**src/rtl/tinyvga_rx_monitor.sv**
```systemverilog
// rtl/tinyvga_rx_monitor.sv - TinyVGA PMOD bus / audio PWM receive monitor with per-frame signatures
module tinyvga_rx_monitor #(
    parameter int H_START  = 144,
    parameter int H_ACTIVE = 640,
    parameter int V_START  = 36,
    parameter int V_ACTIVE = 480
) (
    input  logic        clk,
    input  logic        rst_n,
    input  logic [7:0]  vga_in,
    input  logic        audio_in,
    output logic        frame_done,
    output logic        locked,
    output logic [10:0] line_len,
    output logic [10:0] hsync_width,
    output logic [9:0]  frame_lines,
    output logic [18:0] active_pixels,
    output logic [15:0] frame_sig,
    output logic [19:0] audio_ones,
    output logic [7:0]  frame_count
);

    localparam logic [11:0] H_LO   = 12'(H_START);
    localparam logic [11:0] H_HI   = 12'(H_START + H_ACTIVE);
    localparam logic [10:0] V_LO   = 11'(V_START);
    localparam logic [10:0] V_HI   = 11'(V_START + V_ACTIVE);
    localparam logic [10:0] H_MAX  = 11'h7FF;
    localparam logic [9:0]  V_MAX  = 10'h3FF;
    localparam logic [19:0] A_MAX  = 20'hFFFFF;
    // Idle bus value: both syncs high, colour black
    localparam logic [7:0]  BUS_IDLE = 8'h88;

    // Sampled bus and edge history
    logic [7:0]  vq_q;
    logic        aq_q;
    logic        hs_prev_q;
    logic        vs_prev_q;

    // Timing counters
    logic [10:0] hcnt_q, hcnt_d, hcnt_inc;
    logic [10:0] hwcnt_q, hwcnt_d;
    logic [9:0]  vcnt_q, vcnt_d;

    // Per-frame accumulators
    logic [15:0] sig_q, sig_d;
    logic [18:0] apix_q, apix_d;
    logic [19:0] aones_q, aones_d;

    // Reported results
    logic        frame_done_q;
    logic        locked_q;
    logic [10:0] line_len_q;
    logic [10:0] prev_line_len_q;
    logic [10:0] hsync_width_q;
    logic [9:0]  frame_lines_q;
    logic [18:0] active_pixels_q;
    logic [15:0] frame_sig_q;
    logic [19:0] audio_ones_q;
    logic [7:0]  frame_count_q;

    logic        hs, vs;
    logic [5:0]  pix;
    logic        hfall, hrise, vfall;
    logic        h_win, v_win, in_win;

    assign hs    = vq_q[7];
    assign vs    = vq_q[3];
    assign pix   = {vq_q[0], vq_q[4], vq_q[1], vq_q[5], vq_q[2], vq_q[6]};
    assign hfall = hs_prev_q & ~hs;
    assign hrise = ~hs_prev_q & hs;
    assign vfall = vs_prev_q & ~vs;

    // Next-state for counters, window decode and accumulators
    always_comb begin
        hcnt_inc = (hcnt_q == H_MAX) ? hcnt_q : hcnt_q + 11'd1;
        hcnt_d   = hfall ? 11'd0 : hcnt_inc;

        // The falling-edge sample is itself low, so the count restarts at 1
        hwcnt_d = hwcnt_q;
        if (hfall) begin
            hwcnt_d = 11'd1;
        end else if (!hs && hwcnt_q != H_MAX) begin
            hwcnt_d = hwcnt_q + 11'd1;
        end

        vcnt_d = vcnt_q;
        if (vfall) begin
            vcnt_d = 10'd0;
        end else if (hfall && vcnt_q != V_MAX) begin
            vcnt_d = vcnt_q + 10'd1;
        end

        h_win  = ({1'b0, hcnt_d} >= H_LO) && ({1'b0, hcnt_d} < H_HI);
        v_win  = ({1'b0, vcnt_q} >= V_LO) && ({1'b0, vcnt_q} < V_HI);
        in_win = h_win && v_win;

        sig_d  = sig_q;
        apix_d = apix_q;
        if (in_win) begin
            sig_d  = {sig_q[14:0], sig_q[15]} ^ {10'b0, pix};
            apix_d = apix_q + 19'd1;
        end

        aones_d = aones_q;
        if (aq_q && aones_q != A_MAX) begin
            aones_d = aones_q + 20'd1;
        end
    end

    // Input register; vq idles with syncs high so reset release is not seen as an edge
    always_ff @(posedge clk or negedge rst_n) begin
        if (!rst_n) begin
            vq_q      <= BUS_IDLE;
            aq_q      <= 1'b0;
            hs_prev_q <= 1'b1;
            vs_prev_q <= 1'b1;
        end else begin
            vq_q      <= vga_in;
            aq_q      <= audio_in;
            hs_prev_q <= hs;
            vs_prev_q <= vs;
        end
    end

    // Horizontal/vertical counters and hsync measurements
    always_ff @(posedge clk or negedge rst_n) begin
        if (!rst_n) begin
            hcnt_q        <= '0;
            hwcnt_q       <= '0;
            vcnt_q        <= '0;
            line_len_q    <= '0;
            hsync_width_q <= '0;
        end else begin
            hcnt_q  <= hcnt_d;
            hwcnt_q <= hwcnt_d;
            vcnt_q  <= vcnt_d;
            if (hfall) begin
                line_len_q <= hcnt_inc;
            end
            if (hrise) begin
                hsync_width_q <= hwcnt_q;
            end
        end
    end

    // Frame accumulation and result latch; the vfall sample closes the old frame
    always_ff @(posedge clk or negedge rst_n) begin
        if (!rst_n) begin
            sig_q           <= '0;
            apix_q          <= '0;
            aones_q         <= '0;
            frame_done_q    <= 1'b0;
            frame_lines_q   <= '0;
            frame_sig_q     <= '0;
            active_pixels_q <= '0;
            audio_ones_q    <= '0;
            frame_count_q   <= '0;
        end else begin
            frame_done_q <= vfall;
            if (vfall) begin
                frame_lines_q   <= vcnt_q;
                frame_sig_q     <= sig_d;
                active_pixels_q <= apix_d;
                audio_ones_q    <= aones_d;
                frame_count_q   <= frame_count_q + 8'd1;
                sig_q           <= '0;
                apix_q          <= '0;
                aones_q         <= '0;
            end else begin
                sig_q   <= sig_d;
                apix_q  <= apix_d;
                aones_q <= aones_d;
            end
        end
    end

    // Lock: frame geometry repeats; a saturated hcnt means hsync is gone
    always_ff @(posedge clk or negedge rst_n) begin
        if (!rst_n) begin
            locked_q        <= 1'b0;
            prev_line_len_q <= '0;
        end else begin
            if (vfall) begin
                prev_line_len_q <= line_len_q;
            end
            if (hcnt_q == H_MAX) begin
                locked_q <= 1'b0;
            end else if (vfall) begin
                locked_q <= (vcnt_q == frame_lines_q) &&
                            (line_len_q == prev_line_len_q) &&
                            (vcnt_q != 10'd0);
            end
        end
    end

    assign frame_done    = frame_done_q;
    assign locked        = locked_q;
    assign line_len      = line_len_q;
    assign hsync_width   = hsync_width_q;
    assign frame_lines   = frame_lines_q;
    assign active_pixels = active_pixels_q;
    assign frame_sig     = frame_sig_q;
    assign audio_ones    = audio_ones_q;
    assign frame_count   = frame_count_q;

endmodule

```
**config.mk**
```make
export PLATFORM = sky130hd
export DESIGN_NAME = tinyvga_rx_monitor
export DESIGN_NICKNAME = d
export VERILOG_FILES = /design/src/rtl/tinyvga_rx_monitor.sv
export SDC_FILE = /design/constraint.sdc
export NUM_CORES = 1
export LEC_CHECK = 0
export ABC_AREA = 1
export CORE_MARGIN = 2
export CORE_UTILIZATION = 52
export CTS_CLUSTER_DIAMETER = 80
export DETAILED_ROUTE_END_ITERATION = 10
export PLACE_DENSITY = 0.82
export REMOVE_ABC_BUFFERS = 1
export SLEW_MARGIN = 20
export SYNTH_ARGS = -nofsm -noshare
export SYNTH_HDL_FRONTEND = slang
export SYNTH_SLANG_ARGS = --single-unit
```
**constraint.sdc**
```tcl
create_clock -name clk -period 2.25 [get_ports clk]
set_clock_uncertainty 0.2 [all_clocks]
set_input_delay 0.45 -clock clk [delete_from_list [all_inputs] [get_ports clk]]
set_output_delay 0.45 -clock clk [all_outputs]
set_load 0.05 [all_outputs]
```
==> impl_summary.md, run 1 <==
Status
The flow ran to the end, and the final reports show no timing, DRC or antenna violations.

Floorplanning
The I/O pin count is 108. Row generation in the floorplan step produced 51 rows. The horizontal die dimension is 144 µm. The core region is 19300 µm².

The floorplan step set the die height to 144 µm. The initial utilization of the core area, before any placement, comes to 0.526. The area of the die is 20600 µm².

Setup path
The buffer and inverter count on the worst path is 3. The cell repeated most along the worst path is sky130_fd_sc_hd__nand2_1. The worst setup path is captured at a flop. Grouping stages by cell kind, the critical path spends the most delay in simple AND/OR/NAND/NOR gates. Walking the worst path, the cells encountered are ha_4 -> nand3_4 -> inv_4 -> nand3_4 -> nand3_2 -> nor2_4 -> nand3_2 -> nand2_4 -> buf_4 -> buf_12 -> nand4_1 -> nand2_1 -> nand2_1 -> nand2_1. The worst register-to-register path ends at active_pixels[12]. The setup slack of the worst register-to-register path is 0.02 ns.

The reg-to-reg critical path startpoint is hcnt_q[1]. The arrival time at the worst endpoint is 2.48 ns. The launching element type of the critical path is a flop. The largest driver fanout on the critical path is 18. For the worst flop-to-flop path, the logic depth is 14.

The data required time at the worst endpoint is 2.50 ns. The delay of the slowest cell on the worst path is 0.42 ns. The cell with the biggest individual delay on the critical path is sky130_fd_sc_hd__dfrtp_1.

The critical path in this run is classified as reg2reg.

STA
Setup slack on the critical path of the routed design comes to 0.0171 ns. The accumulated negative setup slack is 0 ns. The hold violation count in the final report was 0. The worst pin sits at a relative slew slack of 0.639. Setup repair after global routing could not meet its margin everywhere. Static timing analysis puts the maximum clock frequency at 448 MHz. The smallest hold slack is 0.147 ns. The setup violation total in the final timing report is 0. Counting I/O delays and the setup requirement, the final critical path takes 2.23 ns. The transition time at the pin with the least slew margin is 0.540 ns.

The count of pins over their slew limit is 0. The final period utilization is 0.992.

Route
The number of detailed-routing iterations run before antenna repair is 5. The detail route stage leaves a number of antenna-violating nets equal to 0. In the routed design, unresolved DRC markers number 0.

After detailed routing, the average wire length per cell comes to 14.3 µm. Across all layers, the routed design uses 8674 vias. The routed design has 23900 µm of wire. The detail-routed via count per cell is 5.18.

The first routing iteration left 643 violations.

Layout
The combined flip-flop and latch cell area is 5160 µm². The final net count is 1410. The number of antenna diodes in the final layout is 0.

The number of fillers in the final layout is 1617. The post-layout instance area is 12700 µm². Summing all multi-input logic gate instances after layout gives 4360 µm². The area growth from synthesis to layout is 25.1%. The share of final-layout standard cells stronger than drive strength 1 is 0.133.

Pwr
The overall power of the completed layout is 9380 µW. VDD sags by at most 0.590 mV. The static power due to leakage is 0.00668 µW. The power per cell area is 739 nW/µm².

Synth
For this run, the number of Yosys warnings is 0. The mean post-synth cell area is 8.07 µm². The largest total area in the synthesized netlist belongs to sky130_fd_sc_hd__dfrtp_1. For this run, the register share of the synthesized area comes to 0.509. The cell count after synthesis came out at 1257. The number of different library cells in the post-synthesis netlist is 41. After synthesis, the cell types taking the most area are sky130_fd_sc_hd__dfrtp_1, sky130_fd_sc_hd__nand2_1, sky130_fd_sc_hd__inv_1.

The share of the synthesized area in the top cell type is 0.499. The register bit total from synthesis is 206. The synthesized netlist occupies a cell area of 10100 µm².

Clocking
The clock passes through at most 3 buffers. The count of H-tree levels built during CTS is 1. Counting the buffers created by CTS gives 23. For the worst-skew pair, the clock arrives at the later sink with an insertion delay of 0.51 ns.

The clock drives 206 sinks. The library cell used as clock root buffer is sky130_fd_sc_hd__clkbuf_16. The CTS tree is yes. After clock tree synthesis, the clock-pin slew on the worst setup and hold paths is 0.06 ns.

Worst hold path
The worst min-delay path category is in2reg. The end point of the most critical hold path is vq_q[7]. The startpoint identified for the worst hold timing path is vga_in[7]. Along the worst hold path, the cell count comes to 1.

GRT
The initial antenna violation count is 0. Entering global routing, the biggest net connects 97 pins. The number of global-route vias before repair is 8327. Summed over all layers, the global routing overflow is 0. The first global-routing pass estimated 39600 µm of wire. In the global route stage, overall resource usage came out at 0.234.

Placed design
Input and output buffers added on the ports amount to 107. After legalization and detailed placement, the total HPWL measured 16000 µm. The final RePlAce weighted congestion is 0.935. The instance area after placement is 11700 µm². OpenSTA, run right after detailed placement, puts the worst setup slack at 0.0131 ns.

Flow run
Max-cap violations in this run came to 0.
[cell usage in the layout (no fill, tap or decap), types with 4 or more instances in the layout]
master / synthesis / routed
sky130_fd_sc_hd__a21oi_1: 34 / 34
sky130_fd_sc_hd__buf_12: 0 / 9
sky130_fd_sc_hd__buf_4: 0 / 42
sky130_fd_sc_hd__buf_6: 7 / 4
sky130_fd_sc_hd__clkbuf_16: 0 / 23
sky130_fd_sc_hd__clkbuf_8: 0 / 4
sky130_fd_sc_hd__clkdlybuf4s50_1: 0 / 9
sky130_fd_sc_hd__clkinv_2: 0 / 5
sky130_fd_sc_hd__clkinvlp_4: 0 / 5
sky130_fd_sc_hd__dfrtp_1: 202 / 200
sky130_fd_sc_hd__dfstp_2: 4 / 4
sky130_fd_sc_hd__dlygate4sd2_1: 0 / 90
sky130_fd_sc_hd__ha_1: 7 / 5
sky130_fd_sc_hd__inv_1: 136 / 133
sky130_fd_sc_hd__inv_2: 4 / 5
sky130_fd_sc_hd__nand2_1: 408 / 393
sky130_fd_sc_hd__nand2_2: 21 / 35
sky130_fd_sc_hd__nand3_1: 47 / 44
sky130_fd_sc_hd__nand4_1: 56 / 56
sky130_fd_sc_hd__nor2_1: 100 / 92
sky130_fd_sc_hd__nor2_2: 2 / 6
sky130_fd_sc_hd__nor2_4: 2 / 6
sky130_fd_sc_hd__nor3_1: 27 / 27
sky130_fd_sc_hd__nor4_1: 6 / 6
sky130_fd_sc_hd__o21ai_0: 57 / 56
sky130_fd_sc_hd__o21ai_1: 6 / 5
sky130_fd_sc_hd__o21ai_2: 10 / 12
sky130_fd_sc_hd__xnor2_1: 16 / 16
sky130_fd_sc_hd__xor2_1: 42 / 40
[stage by stage]
stage,instances,util
final,1674,0.658
after global routing,1674,0.658
after CTS,1669,0.650
after detailed placement,1622,0.608
after global placement,1622,0.608
after floorplan,1209,-
[synth_stat cells]
master and instances:
sky130_fd_sc_hd__a21oi_1 34, sky130_fd_sc_hd__a31oi_1 2, sky130_fd_sc_hd__and2_1 1, sky130_fd_sc_hd__buf_2 15, sky130_fd_sc_hd__buf_6 7, sky130_fd_sc_hd__clkbuf_1 26, sky130_fd_sc_hd__clkinv_1 1, sky130_fd_sc_hd__dfrtp_1 202
sky130_fd_sc_hd__dfstp_2 4, sky130_fd_sc_hd__ha_1 7, sky130_fd_sc_hd__inv_1 136, sky130_fd_sc_hd__inv_2 4, sky130_fd_sc_hd__mux2i_1 1, sky130_fd_sc_hd__nand2_1 408, sky130_fd_sc_hd__nand2_2 21, sky130_fd_sc_hd__nand2_4 1
sky130_fd_sc_hd__nand3_1 47, sky130_fd_sc_hd__nand3_2 2, sky130_fd_sc_hd__nand3_4 1, sky130_fd_sc_hd__nand3b_1 2, sky130_fd_sc_hd__nand4_1 56, sky130_fd_sc_hd__nor2_1 100, sky130_fd_sc_hd__nor2_2 2, sky130_fd_sc_hd__nor2_4 2
sky130_fd_sc_hd__nor3_1 27, sky130_fd_sc_hd__nor3_2 1, sky130_fd_sc_hd__nor3b_1 1, sky130_fd_sc_hd__nor4_1 6, sky130_fd_sc_hd__nor4_4 1, sky130_fd_sc_hd__o2111ai_1 1, sky130_fd_sc_hd__o211a_1 1, sky130_fd_sc_hd__o21a_1 1
sky130_fd_sc_hd__o21ai_0 57, sky130_fd_sc_hd__o21ai_1 6, sky130_fd_sc_hd__o21ai_2 10, sky130_fd_sc_hd__o21bai_2 1, sky130_fd_sc_hd__o31ai_1 2, sky130_fd_sc_hd__o41ai_1 1, sky130_fd_sc_hd__or2_2 1, sky130_fd_sc_hd__xnor2_1 16
sky130_fd_sc_hd__xor2_1 42
[per-layer routing]
layer,up-vias,GRT usage,part of all wire
met5,-,0,0
met4,0,0.0707,0.028
met3,53,0.0320,0.041
met2,235,0.395,0.48
met1,4131,0.317,0.45
li1,4255,-,-
[cells by family after synthesis]
kind of cell / Yosys count / synth area share
DFF: 206 / 0.509
xor gates and xnor gates: 58 / 0.0501
adders and majority gates: 7 / 0.00864
and+or+nand+nor: 680 / 0.291
muxes: 1 / 0.000987
AOI/OAI and AO/OA: 116 / 0.0638
buffers and inverters: 189 / 0.0770
[power by group]
group | internal [µW] | switching [µW]
logic | 429 | 968
clock network | 2330 | 1540
registers | 3920 | 194
total | 6670 | 2710
[cell type report]
class | instances | share of cell area
inverter | 141 | 0.0423
clock inverter | 15 | 0.0134
multi-input combinational | 862 | 0.344
sequential | 206 | 0.407
timing repair buffer | 158 | 0.118
clock buffer | 27 | 0.0489
tap | 265 | 0.0261
[flip-flops by register name (all words and copies together), names as in the netlist]
register / cells
vq_q: 8
hsync_width: 11
sig_q: 16
vcnt_q: 10
prev_line_len_q: 11
hs_prev_q: 1
locked: 1
frame_sig: 16
active_pixels: 19
frame_lines: 10
hwcnt_q: 11
aq_q: 1
frame_count: 8
hcnt_q: 11
vs_prev_q: 1
apix_q: 19
frame_done: 1
audio_ones: 20
line_len: 11
aones_q: 20
[worst max path at each step]
stage / slack [ns] / end / depth (start not counted) / from
floorplan: -7.12 / vcnt_q[2] / 7 / vs_prev_q
global placement: 0.09 / frame_sig[2] / 14 / hcnt_q[0]
detailed placement: 0.01 / frame_sig[1] / 14 / hcnt_q[0]
CTS: -0.01 / active_pixels[12] / 14 / hcnt_q[0]
global route: -0.13 / active_pixels[4] / 14 / hcnt_q[0]
finish: 0.02 / active_pixels[12] / 14 / hcnt_q[1]
[what timing repair did]
item,in CTS,in global routing
cloned,2,0
endpoints found under the setup margin,120,116
setup buffers,2,5
pin swaps,7,31
hold endpoints to repair,202,0
gates resized for setup,101,43
hold buffers,1,0
No activity file was read; power rests on OpenSTA's default activity.
==> run 2, diff against run 1 <==
Settings changed: ABC_CLOCK_PERIOD_IN_PS from default to 2250.
==> results of run 2 <==
No change in the layout: final DEF, timing and power equal those of run 1.
==> run 3, diff against run 2 <==
Settings changed: CTS_CLUSTER_DIAMETER 80 to 60, GPL_TIMING_DRIVEN from default to 0.
==> run 3 against run 2 <==
  * Sequential share of layout area shrank 3.6 points
  * Flip-flop and latch count is the same
  * Register-to-register slack lost 0.11 ns
  * Clock-buffer cell count grew 8
  * Critical path type unchanged
  * Worst hold slack gained 0.0012 ns
  * The flow now finishes with violations (negative setup slack)
  * Utilization grew 6.6 points
==> impl_summary.md, run 3 (synthesis gave the netlist of run 1 again) <==
STA
The hold violation count in the final report is 0 (unchanged). The top achievable clock speed was 427 MHz (was 448 MHz). The final worst setup slack is -0.0917 ns (was 0.0171 ns).

The final critical path time including I/O delays and setup was 2.34 ns (was 2.23 ns). Unrepaired setup endpoints after global routing: true (unchanged). The setup violation total in the final timing report is 61 (was 0). The count of pins over their slew limit is 0 (unchanged). The final period utilization is 1.04 (was 0.992).

The transition time at the pin with the least slew margin is 0.659 ns (was 0.540 ns). The normalized max-slew margin came to 0.557 (was 0.639).

Layout
The antenna diode count was 0 (unchanged). The number of fillers in the final layout came to 1382 (was 1617). The most frequent standard cell in the layout excluding fill and tap cells was sky130_fd_sc_hd__nand2_1 (unchanged). The share of final-layout standard cells stronger than drive strength 1 is 0.212 (was 0.133). The end-of-flow core utilization is 0.724 (was 0.658).

Top library cells by usage in the layout, fill and taps aside: sky130_fd_sc_hd__nand2_1, sky130_fd_sc_hd__dfrtp_1, sky130_fd_sc_hd__inv_1 (unchanged). The layout-stage area growth over the synthesis result was 37.6% (was 25.1%). The final net count is 1460 (was 1410).

Placed design
The number of buffers added on ports is 107 (unchanged). The final RePlAce weighted congestion came to 0.871 (was 0.935). The half-perimeter wire length after detailed placement came to 14700 µm (was 16000 µm).

Setup path
The critical path capture point type is a flop (unchanged). The classification of the worst setup path is reg2reg (unchanged). The arrival time at the worst endpoint is 2.53 ns (was 2.48 ns). The count of cells along the worst register-to-register path is 14 (unchanged). The launching element type of the critical path is a flop (unchanged). The data required time at the worst endpoint is 2.44 ns (was 2.50 ns). The largest driver fanout on the critical path is 6 (was 18).

Pwr
The power per cell area is 681 nW/µm² (was 739 nW/µm²). The overall power of the completed layout is 9500 µW (was 9380 µW). The static power due to leakage is 0.00718 µW (was 0.00668 µW).

The maximum vdd drop is 0.532 mV (was 0.590 mV).

GRT
The wire length of the first global-routing pass was 43300 µm (was 39600 µm). The overall fraction of global-route tracks in use is 0.260 (was 0.234). The initial antenna violation count came to 0 (unchanged). The pin count of the biggest net entering global routing came to 93 (was 97).

The total overflow reported by the global router came to 0 (unchanged). The number of global-route vias before repair is 8729 (was 8327).

Clocking
The CTS tree is yes (unchanged). The clock net sink count is 206 (unchanged). The count of H-tree levels built during CTS is 1 (unchanged). The clock insertion delay at the later pin of the skew report was 0.50 ns (was 0.51 ns). The number of buffers between clock root and the deepest sink is 3 (unchanged).

The TritonCTS buffer count was 23 (unchanged). The library cell used as clock root buffer is sky130_fd_sc_hd__clkbuf_16 (unchanged). The clock slew at the register clock pins of the worst setup and hold paths is 0.06 ns (about the same).

Floorplanning
The area of the placeable core came to 19300 µm² (unchanged). The I/O pin count is 108 (unchanged). The placement row count came to 51 (unchanged).

The area of the die is 20600 µm² (unchanged). The horizontal die dimension is 144 µm (unchanged). The die outline height is 144 µm (unchanged).

The effective utilization at floorplan is 0.526 (unchanged).

Worst hold path
The instance count along the most critical hold path was 1 (unchanged). The worst min-delay path category is in2reg (unchanged).

Route
The total routed wire length on the met1 layer is 11600 µm (was 10700 µm). The detail-routed via count per cell was 5.43 (was 5.18). The post-detailed-route wirelength per cell is 16.9 µm (was 14.3 µm). The number of detailed-routing iterations run before antenna repair is 5 (unchanged).

The final wirelength is 29100 µm (was 23900 µm). The highest metal layer with signal wires is met4 (unchanged). The count of routing violations after the opening detailed-route iteration is 709 (was 643).

The number of nets still failing antenna checks after routing is 0 (unchanged). The wire length on met2 came to 14400 µm (was 11600 µm). The count of unresolved DRC violations after routing is 0 (unchanged). The routed via count is 9349 (was 8674). The amount of wire on met3 after detailed routing came to 1870 µm (was 983 µm).

Flow run
The number of max-cap violations is 0 (unchanged).

Status
Result of the run: complete, but fails checks (was finished clean). The checks that failed: negative setup slack.
run 3: cell types whose count changed in the layout (fill, tap and decap cells not counted), moves of 7 or more:
cell,before,now
sky130_fd_sc_hd__a21oi_1,34,25
sky130_fd_sc_hd__a21oi_2,0,9
sky130_fd_sc_hd__buf_4,42,60
sky130_fd_sc_hd__dfrtp_1,200,193
sky130_fd_sc_hd__dfrtp_2,2,9
sky130_fd_sc_hd__dlygate4sd2_1,90,97
sky130_fd_sc_hd__nand2_1,393,350
sky130_fd_sc_hd__nand2_2,35,45
sky130_fd_sc_hd__nand2_4,2,32
sky130_fd_sc_hd__o21ai_4,0,10
run 3: power by group:
group / internal, µW / switching (µW)
combinational: 542 / 1080
clock: 2230 / 1520
sequential: 3920 / 213
total: 6690 / 2800
run 3: per-stage QoR:
step / setup TNS, ns / worst slack [ns] / cells / instance area [µm²] / hold slack (ns)
floorplan: -745.89 / -7.12 / 1209 / 9890 / -0.0456
global placement: -2955.64 / -12.30 / 1581 / 11300 / 0.155
detailed placement: -110.06 / -1.21 / 1589 / 11500 / 0.139
CTS: 0 / 0.00161 / 1689 / 13100 / 0.137
global route: -11.52 / -0.175 / 1723 / 13900 / 0.156
finish: -1.62 / -0.0917 / 1723 / 13900 / 0.148
run 3: repair_timing:
action | CTS | global route
hold buffers | 1 | 0
buffers inserted | 46 | 31
endpoints found under the setup margin | 249 | 127
hold endpoints to repair | 36 | 0
gates resized for setup | 172 | 139
gates cloned | 12 | 5
pin swaps | 20 | 57
run 3: final timing paths:
kind | to | startpoint | slack (ns)
setup reg to reg | active_pixels[0] | hcnt_q[1] | -0.09
setup / recovery | active_pixels[0] | hcnt_q[1] | -0.09
hold reg to reg | hs_prev_q | vq_q[7] | 0.20
max in group asynchronous | active_pixels[14] | rst_n | 0.89
min in group asynchronous | aones_q[17] | rst_n | 0.21
hold / removal | vq_q[7] | vga_in[7] | 0.15
run 3: area by class of cell:
cell class              instances  area, µm²  share of cell area
repair buffers                199       2090               0.150
clock inverters                 6       63.8             0.00457
clock buffers                  35        691              0.0495
inverters                     141        564              0.0405
flip-flops and latches        206       5170               0.371
multi-input cells             868       5000               0.358
repair inverters                3       33.8             0.00242
well taps                     265        332              0.0238
run 3: per-layer routing:
metal  global-route usage  up-vias
met1                0.344     4462
met4               0.0826        0
li1                     -     4370
met5                    0        -
met2                0.443      406
met3               0.0400      111
run 3: worst max-delay path: stages (launching register included):
cell	delay (ns)
sky130_fd_sc_hd__dfrtp_2	0.45
sky130_fd_sc_hd__ha_4	0.18
sky130_fd_sc_hd__nand3_4	0.10
sky130_fd_sc_hd__inv_4	0.07
sky130_fd_sc_hd__nand3_4	0.14
sky130_fd_sc_hd__nand3_4	0.11
sky130_fd_sc_hd__nor2_4	0.15
sky130_fd_sc_hd__nand2_2	0.09
sky130_fd_sc_hd__nand2_4	0.10
sky130_fd_sc_hd__nand2_8	0.09
sky130_fd_sc_hd__nand3_4	0.12
sky130_fd_sc_hd__buf_12	0.15
sky130_fd_sc_hd__nand2_1	0.10
sky130_fd_sc_hd__nand3_2	0.10
sky130_fd_sc_hd__nand2_1	0.06
